## src/rtl/mips_ctrl_pkg.sv

```systemverilog
// Shared encodings for the 5-stage MIPS hazard controller: FSM states,
// forwarding select codes and the hard-wired zero register.
package mips_ctrl_pkg;

  typedef enum logic [1:0] {
    ST_RUN   = 2'd0,
    ST_LU    = 2'd1,
    ST_MWAIT = 2'd2
  } state_t;

  localparam logic [1:0] FWD_RF  = 2'b00;
  localparam logic [1:0] FWD_MEM = 2'b10;
  localparam logic [1:0] FWD_WB  = 2'b01;

  localparam logic [4:0] REG_ZERO = 5'd0;

  localparam int WAIT_W = 4;

endpackage

```

## src/rtl/forward_unit.sv

```systemverilog
// EX-stage operand forwarding: picks EX/MEM result over MEM/WB data over
// the register file. $0 is never forwarded.
module forward_unit
  import mips_ctrl_pkg::*;
(
  input  logic [4:0] ex_rs,
  input  logic [4:0] ex_rt,
  input  logic [4:0] mem_wreg,
  input  logic       mem_reg_write,
  input  logic [4:0] wb_wreg,
  input  logic       wb_reg_write,
  output logic [1:0] fwd_a,
  output logic [1:0] fwd_b
);

  function automatic logic [1:0] fwd_sel(
    input logic [4:0] src,
    input logic [4:0] m_wreg,
    input logic       m_we,
    input logic [4:0] w_wreg,
    input logic       w_we
  );
    if (m_we && (m_wreg != REG_ZERO) && (m_wreg == src)) return FWD_MEM;
    if (w_we && (w_wreg != REG_ZERO) && (w_wreg == src)) return FWD_WB;
    return FWD_RF;
  endfunction

  assign fwd_a = fwd_sel(ex_rs, mem_wreg, mem_reg_write, wb_wreg, wb_reg_write);
  assign fwd_b = fwd_sel(ex_rt, mem_wreg, mem_reg_write, wb_wreg, wb_reg_write);

endmodule

```

## src/rtl/pipeline_hazard_ctrl.sv

```systemverilog
// Hazard/sequencing controller for the 5-stage MIPS pipeline: load-use
// bubbles, multi-cycle MEM freeze, branch flushes and event counters.
module pipeline_hazard_ctrl
  import mips_ctrl_pkg::*;
#(
  parameter int MEM_LAT = 1,
  parameter int CNT_W   = 16
) (
  input  logic             clk,
  input  logic             reset,
  input  logic [4:0]       id_rs,
  input  logic [4:0]       id_rt,
  input  logic [4:0]       ex_rs,
  input  logic [4:0]       ex_rt,
  input  logic [4:0]       ex_wreg,
  input  logic             ex_mem_read,
  input  logic [4:0]       mem_wreg,
  input  logic             mem_reg_write,
  input  logic             mem_mem_read,
  input  logic [4:0]       wb_wreg,
  input  logic             wb_reg_write,
  input  logic             pc_src,
  output logic             pc_write,
  output logic             ifid_write,
  output logic             ifid_flush,
  output logic             idex_flush,
  output logic             exmem_flush,
  output logic             exmem_write,
  output logic [1:0]       fwd_a,
  output logic [1:0]       fwd_b,
  output logic [CNT_W-1:0] stall_cnt,
  output logic [CNT_W-1:0] flush_cnt
);

  localparam bit MULTI = (MEM_LAT > 1);
  localparam bit LONG  = (MEM_LAT > 2);
  localparam logic [WAIT_W-1:0] WAIT_INIT = WAIT_W'(LONG ? MEM_LAT - 2 : 0);

  state_t            state, state_nxt;
  logic [WAIT_W-1:0] wait_ctr, wait_nxt;
  logic              mem_done, mem_done_nxt;
  logic              load_use;
  logic              flush_evt;

  function automatic logic [CNT_W-1:0] sat_inc(input logic [CNT_W-1:0] v);
    return (&v) ? v : v + 1'b1;
  endfunction

  forward_unit u_fwd (
    .ex_rs         (ex_rs),
    .ex_rt         (ex_rt),
    .mem_wreg      (mem_wreg),
    .mem_reg_write (mem_reg_write),
    .wb_wreg       (wb_wreg),
    .wb_reg_write  (wb_reg_write),
    .fwd_a         (fwd_a),
    .fwd_b         (fwd_b)
  );

  assign load_use = ex_mem_read && (ex_wreg != REG_ZERO) &&
                    ((ex_wreg == id_rs) || (ex_wreg == id_rt));

  // The load stays in EX/MEM for one RUN cycle after the freeze ends;
  // mem_done keeps that cycle from starting a second freeze.
  always_comb begin
    state_nxt    = state;
    wait_nxt     = wait_ctr;
    mem_done_nxt = 1'b0;
    pc_write     = 1'b1;
    ifid_write   = 1'b1;
    exmem_write  = 1'b1;
    ifid_flush   = 1'b0;
    idex_flush   = 1'b0;
    exmem_flush  = 1'b0;
    flush_evt    = 1'b0;
    unique case (state)
      ST_RUN: begin
        if (pc_src) begin
          ifid_flush  = 1'b1;
          idex_flush  = 1'b1;
          exmem_flush = 1'b1;
          flush_evt   = 1'b1;
        end else if (MULTI && mem_mem_read && !mem_done) begin
          pc_write    = 1'b0;
          ifid_write  = 1'b0;
          exmem_write = 1'b0;
          if (LONG) begin
            wait_nxt  = WAIT_INIT;
            state_nxt = ST_MWAIT;
          end else begin
            mem_done_nxt = 1'b1;
          end
        end else if (load_use) begin
          pc_write   = 1'b0;
          ifid_write = 1'b0;
          idex_flush = 1'b1;
          state_nxt  = ST_LU;
        end
      end
      ST_LU: state_nxt = ST_RUN;
      ST_MWAIT: begin
        // wait_ctr counts frozen cycles still owed, including this one.
        pc_write    = 1'b0;
        ifid_write  = 1'b0;
        exmem_write = 1'b0;
        if (wait_ctr <= WAIT_W'(1)) begin
          state_nxt    = ST_RUN;
          mem_done_nxt = 1'b1;
        end else begin
          wait_nxt = wait_ctr - 1'b1;
        end
      end
      default: state_nxt = ST_RUN;
    endcase
    if (reset) begin
      pc_write    = 1'b1;
      ifid_write  = 1'b1;
      exmem_write = 1'b1;
      ifid_flush  = 1'b0;
      idex_flush  = 1'b0;
      exmem_flush = 1'b0;
      flush_evt   = 1'b0;
    end
  end

  always_ff @(posedge clk or posedge reset) begin
    if (reset) begin
      state     <= ST_RUN;
      wait_ctr  <= '0;
      mem_done  <= 1'b0;
      stall_cnt <= '0;
      flush_cnt <= '0;
    end else begin
      state    <= state_nxt;
      wait_ctr <= wait_nxt;
      mem_done <= mem_done_nxt;
      if (!pc_write) stall_cnt <= sat_inc(stall_cnt);
      if (flush_evt) flush_cnt <= sat_inc(flush_cnt);
    end
  end

endmodule
```

## config.mk

```make
export PLATFORM = sky130hd
export DESIGN_NAME = pipeline_hazard_ctrl
export DESIGN_NICKNAME = d
export VERILOG_FILES = /design/src/rtl/mips_ctrl_pkg.sv /design/src/rtl/forward_unit.sv /design/src/rtl/pipeline_hazard_ctrl.sv
export SDC_FILE = /design/constraint.sdc
export NUM_CORES = 1
export LEC_CHECK = 0
export ABC_AREA = 1
export BUFFER_PORTS_ARGS = -buffer_cell sky130_fd_sc_hd__buf_2
export CAP_MARGIN = 20
export CORE_UTILIZATION = 46
export DETAILED_ROUTE_END_ITERATION = 10
export PLACE_DENSITY = 0.85
export SETUP_SLACK_MARGIN = 0.05
export SYNTH_ARGS = -nofsm -noshare
export SYNTH_HDL_FRONTEND = slang
export SYNTH_SLANG_ARGS = --single-unit
```

## constraint.sdc

```tcl
create_clock -name clk -period 1.6 [get_ports clk]
set_clock_uncertainty 0.05 [all_clocks]
set_input_delay 0.24 -clock clk [delete_from_list [all_inputs] [get_ports clk]]
set_output_delay 0.24 -clock clk [all_outputs]
set_load 0.02 [all_outputs]
```

Word-level counts from Yosys, hierarchy flattened. Cells that the tools add are included.

Output and inout bits: 42. Bits in registers: 38. Input port bits: 42. Word-level logic and storage cells: 72.

Order comparisons: 1. Muxes and demuxes: 31. Eq/ne operators: 10. Reduce and logical (&&, ||, !) cells: 19. Add/subtract/negate cells: 3. Bitwise gates (word level): 4.

Operator list (number): $add A16 B1 Y16 const B (2); $reduce_and A16 Y1 (2); $eq A5 B5 Y1 (6); $mux W2 (11); $mux W1 (18); $reduce_bool A5 Y1 (3); $logic_and A1 B1 Y1 (8); $ne A2 B2 Y1 const B (3); $reduce_and A2 Y1 (3); $le A4 B1 Y1 const B (1); $not A1 Y1 (4); $pmux W2 S2 (1); $sub A4 B1 Y4 const B (1); $reduce_and A3 Y1 (1); $eq A2 B2 Y1 const B (1); $logic_not A2 Y1 (1); $pmux W1 S2 (1); $logic_or A1 B1 Y1 (1).

Logic depth before layout (Yosys ltp).
Depth after elaboration: 9. Mapped depth: 11. Mapped depth without buffers: 10.

Hierarchy. Synthesis repeated with hierarchy kept, for this count alone.

Cells, all modules: 371. Area total of the unflattened synthesis: 2620.0 µm².

Modules (own cells, without submodules): pipeline_hazard_ctrl (sequential area each 825.8 µm², cells each 292, area each 2255.9 µm², instances 1); forward_unit (sequential area each 0.0 µm², cells each 79, area each 364.1 µm², instances 1).

Worst setup path before layout. Ideal clock, no wire load.

Path kind: register to register. From: register stall_cnt[1]. To: register stall_cnt[3]. Stages on the path, launching flop included: 12. Path buffers: 1. Clock period less this slack: 1.810 ns. Data required time: 1.429 ns. Setup slack: -0.210 ns. Data arrival time: 1.639 ns. Path through: dfrtp_1 ha_1 nand2_1 nor2_4 nand3_2 nor2_2 nand3_2 buf_6 nand2_2 inv_1 nand3_1 nand2_1.

Longest elaborated chain between the ends: 3. Elaborated cells between the ends (all ways): 4.

RTL lines: from (decl) (RTL line pipeline_hazard_ctrl.sv:31) `output logic [CNT_W-1:0] stall_cnt,`; from (signal assigned) (RTL line pipeline_hazard_ctrl.sv:137) `if (!pc_write) stall_cnt <= sat_inc(stall_cnt);`; branches (longest 3 deep; another with $add A16 B1 Y16).

Parallel ways; which one is timed is not known. A chain may end at the register's enable or synchronous reset.

Worst setup path in the final report.
From: register stall_cnt[0]. To: register stall_cnt[9].

Same word-level chain as after synthesis.

==> flow_summary.yaml <==
worst_setup_path:
  path_delay_family: "simple AND/OR/NAND/NOR gates"
  crit_type: "reg -> reg"
  crit_slowest_cell: "dfrtp_2"
  startpoint_type: "flop"
  cp-end-kind: "flop"
  cp_num_buf_inv: 2
  cpPeakStageDelay_ns: 0.41
  critPathRequiredTime_ns: 1.73
  worstPathCellList: "ha_4, nand2_4, nor2_4, nand3_4, nor2_4, nand3_4, buf_8, nand2_2, inv_2, nand3_1, nand2_1"
  worstPathArrival_ns: 1.80
  crit_fanout: 6
yosys:
  synth_edf_count: 0
  ys_async_sr_fraction_pct: 100
  avgSynthCellArea_um2: 7.10
  synth_flop_cell: "dfrtp_1"
  ys_types: 27
  synth_area_leaders: "dfrtp_1 (33%), nand2_1 (12%), inv_1 (8.8%)"
  synth_area_mm2: 0.00252
  ys_ff_latch: 33
  synth_top_area_share_pct: 32.8
  yosysWarningCount: 0
  ys_seq_area_share_pct: 32.8
  syn_nets: 399
  synth_top_area_cell: "dfrtp_1"
  syn_inst: 355
clocking:
  ctsRootBufferMaster: "clkbuf_8"
  insertion_delay_ns: 0.29
  h-tree-depth: 2
  cts_sinks: 33
  numCtsBuffers: 5
  path_clk_slew_ns: 0.07
  cts_tree: "yes"
  clock_tree.buffer_depth: 2
  holdBufCountCts: 0
detailed_routing:
  drcViolationCount: 0
  routed_wl_mm: 7.67
  dr_total_vias: 2776
  vias_per_cell: 5.11
  post_drt_wl_per_cell_um: 14.1
  postRouteAntennaNets: 0
  drtPass1Iterations: 4
  drt_iter0_drc: 170
floorplanning:
  ios: 84
  die_w_um: 76.0
  core_mm2: 0.00520
  num_rows: 26
  die-area_mm2: 0.00578
  start_util_pct: 48.4
  die_h_um: 76.0
power_and_ir_drop:
  ir_drop_mv: 0.838
  powerDensity_mw_per_mm2: 1310
  leakage_nw: 1.94
  power.total_w: 0.00498
layout:
  synthToLayoutAreaGrowth_pct: 50.8
  nets: 516
  num_antenna_cells: 0
  final_layout_size_suffix_gt1_share_pct: 43.3
  layout_common_cells: "nand2_1 (68), buf_2 (67), inv_1 (48)"
  fin_cells: 543
  mostFrequentLayoutCell: "nand2_1"
  fillCellCount: 402
  fin_util_pct: 73.0
  fin_area_mm2: 0.00380
global_route:
  grt_pass1_wl_mm: 11.2
  antenna_found_initial: 0
  grt_pass1_vias: 2600
  track_usage_pct: 23.5
  grt-ovfl-total: 0
  grt_max_degree: 34
sta:
  hold_violations: 0
  final-setup-viol-count: 14
  rsz0062_at_grt: "yes"
  fmax_mhz: 598
  post-route-min-period_ns: 1.67
  finalCritPeriodShare_pct: 105
  finalWorstSetupSlack_ns: -0.0734
  slew_violations: 0
placement:
  dpl.hpwl_mm: 4.89
  place.gp.congestion: 0.943
  io_buffers: 81
  dpl.cell_count: 521
  placed_area_mm2: 0.00321
  pre_cts_ws_ns: -0.0664
hold_path:
  hp-class: "in -> async"
outcome:
  status: "finished with violations"
  violations: "negative setup slack"
run:
  drv_cap: 0
## worst min-delay path: cells and delay by family
kind	cells	cell delay (ns)
buf+inv	3	0.56
## flip-flops by register name, summed over array words and instances, names as in the netlist
signal / count
stall_cnt: 16
state: 1
flush_cnt: 16
## metal layers
| metal | global-route usage, % | part of all wire, % |
|---|---|---|
| met5 | 0 | 0 |
| met2 | 43.7 | 57 |
| met4 | 6.73 | 1.1 |
| met3 | 3.59 | 3.3 |
| met1 | 27.7 | 39 |
## cell usage after synthesis, types with 2 or more instances
cell type	count
nand2_1	83
nor3_1	12
buf_6	4
o21ai_0	9
xnor2_1	19
ha_1	2
inv_2	2
xor2_1	21
dfrtp_1	33
nand4_1	8
nand2_2	4
nor2_4	2
buf_4	3
nand3_2	3
nor2_2	2
inv_1	59
nor2_1	31
o21bai_1	16
nand3_1	33
a31oi_1	2
## timing repair
item	in CTS	in global routing
cloned	0	2
endpoints found under the setup margin	22	36
buffers inserted	1	13
resized for setup	22	89
pin swaps	8	34
## path summary, 6_finish.rpt
path | from | endpoint | slack, ns | cells past startpoint
min in group clk | pc_src | state[0] | 0.31 | 4
worst min-delay path | reset | stall_cnt[13] | 0.03 | 3
worst max register to register | stall_cnt[0] | stall_cnt[9] | -0.07 | 11
worst max-delay path | stall_cnt[0] | stall_cnt[9] | -0.07 | 11
max in group asynchronous | reset | stall_cnt[4] | 1.14 | 3
worst min register to register | flush_cnt[12] | flush_cnt[12] | 0.51 | 1
## cell families (layout without fill, tap and decap cells)
kind of cell | Yosys count | after routing | synth area share, %
and+or+nand+nor | 182 | 182 | 32.9
buffers and inverters | 68 | 186 | 11.8
xor gates and xnor gates | 40 | 40 | 13.9
DFF | 33 | 33 | 32.8
AOI/OAI and AO/OA | 29 | 29 | 7.59
adders and majority gates | 2 | 2 | 0.992
other | 1 | 1 | 0.149
## stage by stage
stage	TNS (ns)	hold slack, ns
floorplan	-0.127	0.319
global placement	-0.00735	0.316
detailed placement	-0.394	0.321
CTS	-0.238	0.0127
global route	-1.82	0.0748
finish	-0.486	0.0314
## final cells by class
cell class / instances / area, um2 / share of cell area (%)
multi-input cells: 254 / 1710 / 45.0
flip-flops and latches: 33 / 835 / 22.0
repair buffers: 116 / 835 / 22.0
inverters: 61 / 239 / 6.29
well taps: 70 / 87.6 / 2.30
clock buffers: 6 / 72.6 / 1.91
repair inverters: 1 / 11.3 / 0.296
clock inverters: 2 / 10.0 / 0.263
## power by group
group          switching, W  internal, W
Sequential         0.000294      0.00111
Combinational       0.00180      0.00114
Clock              0.000333     0.000302
Total               0.00243      0.00255
(Power assumes the default switching activity.)
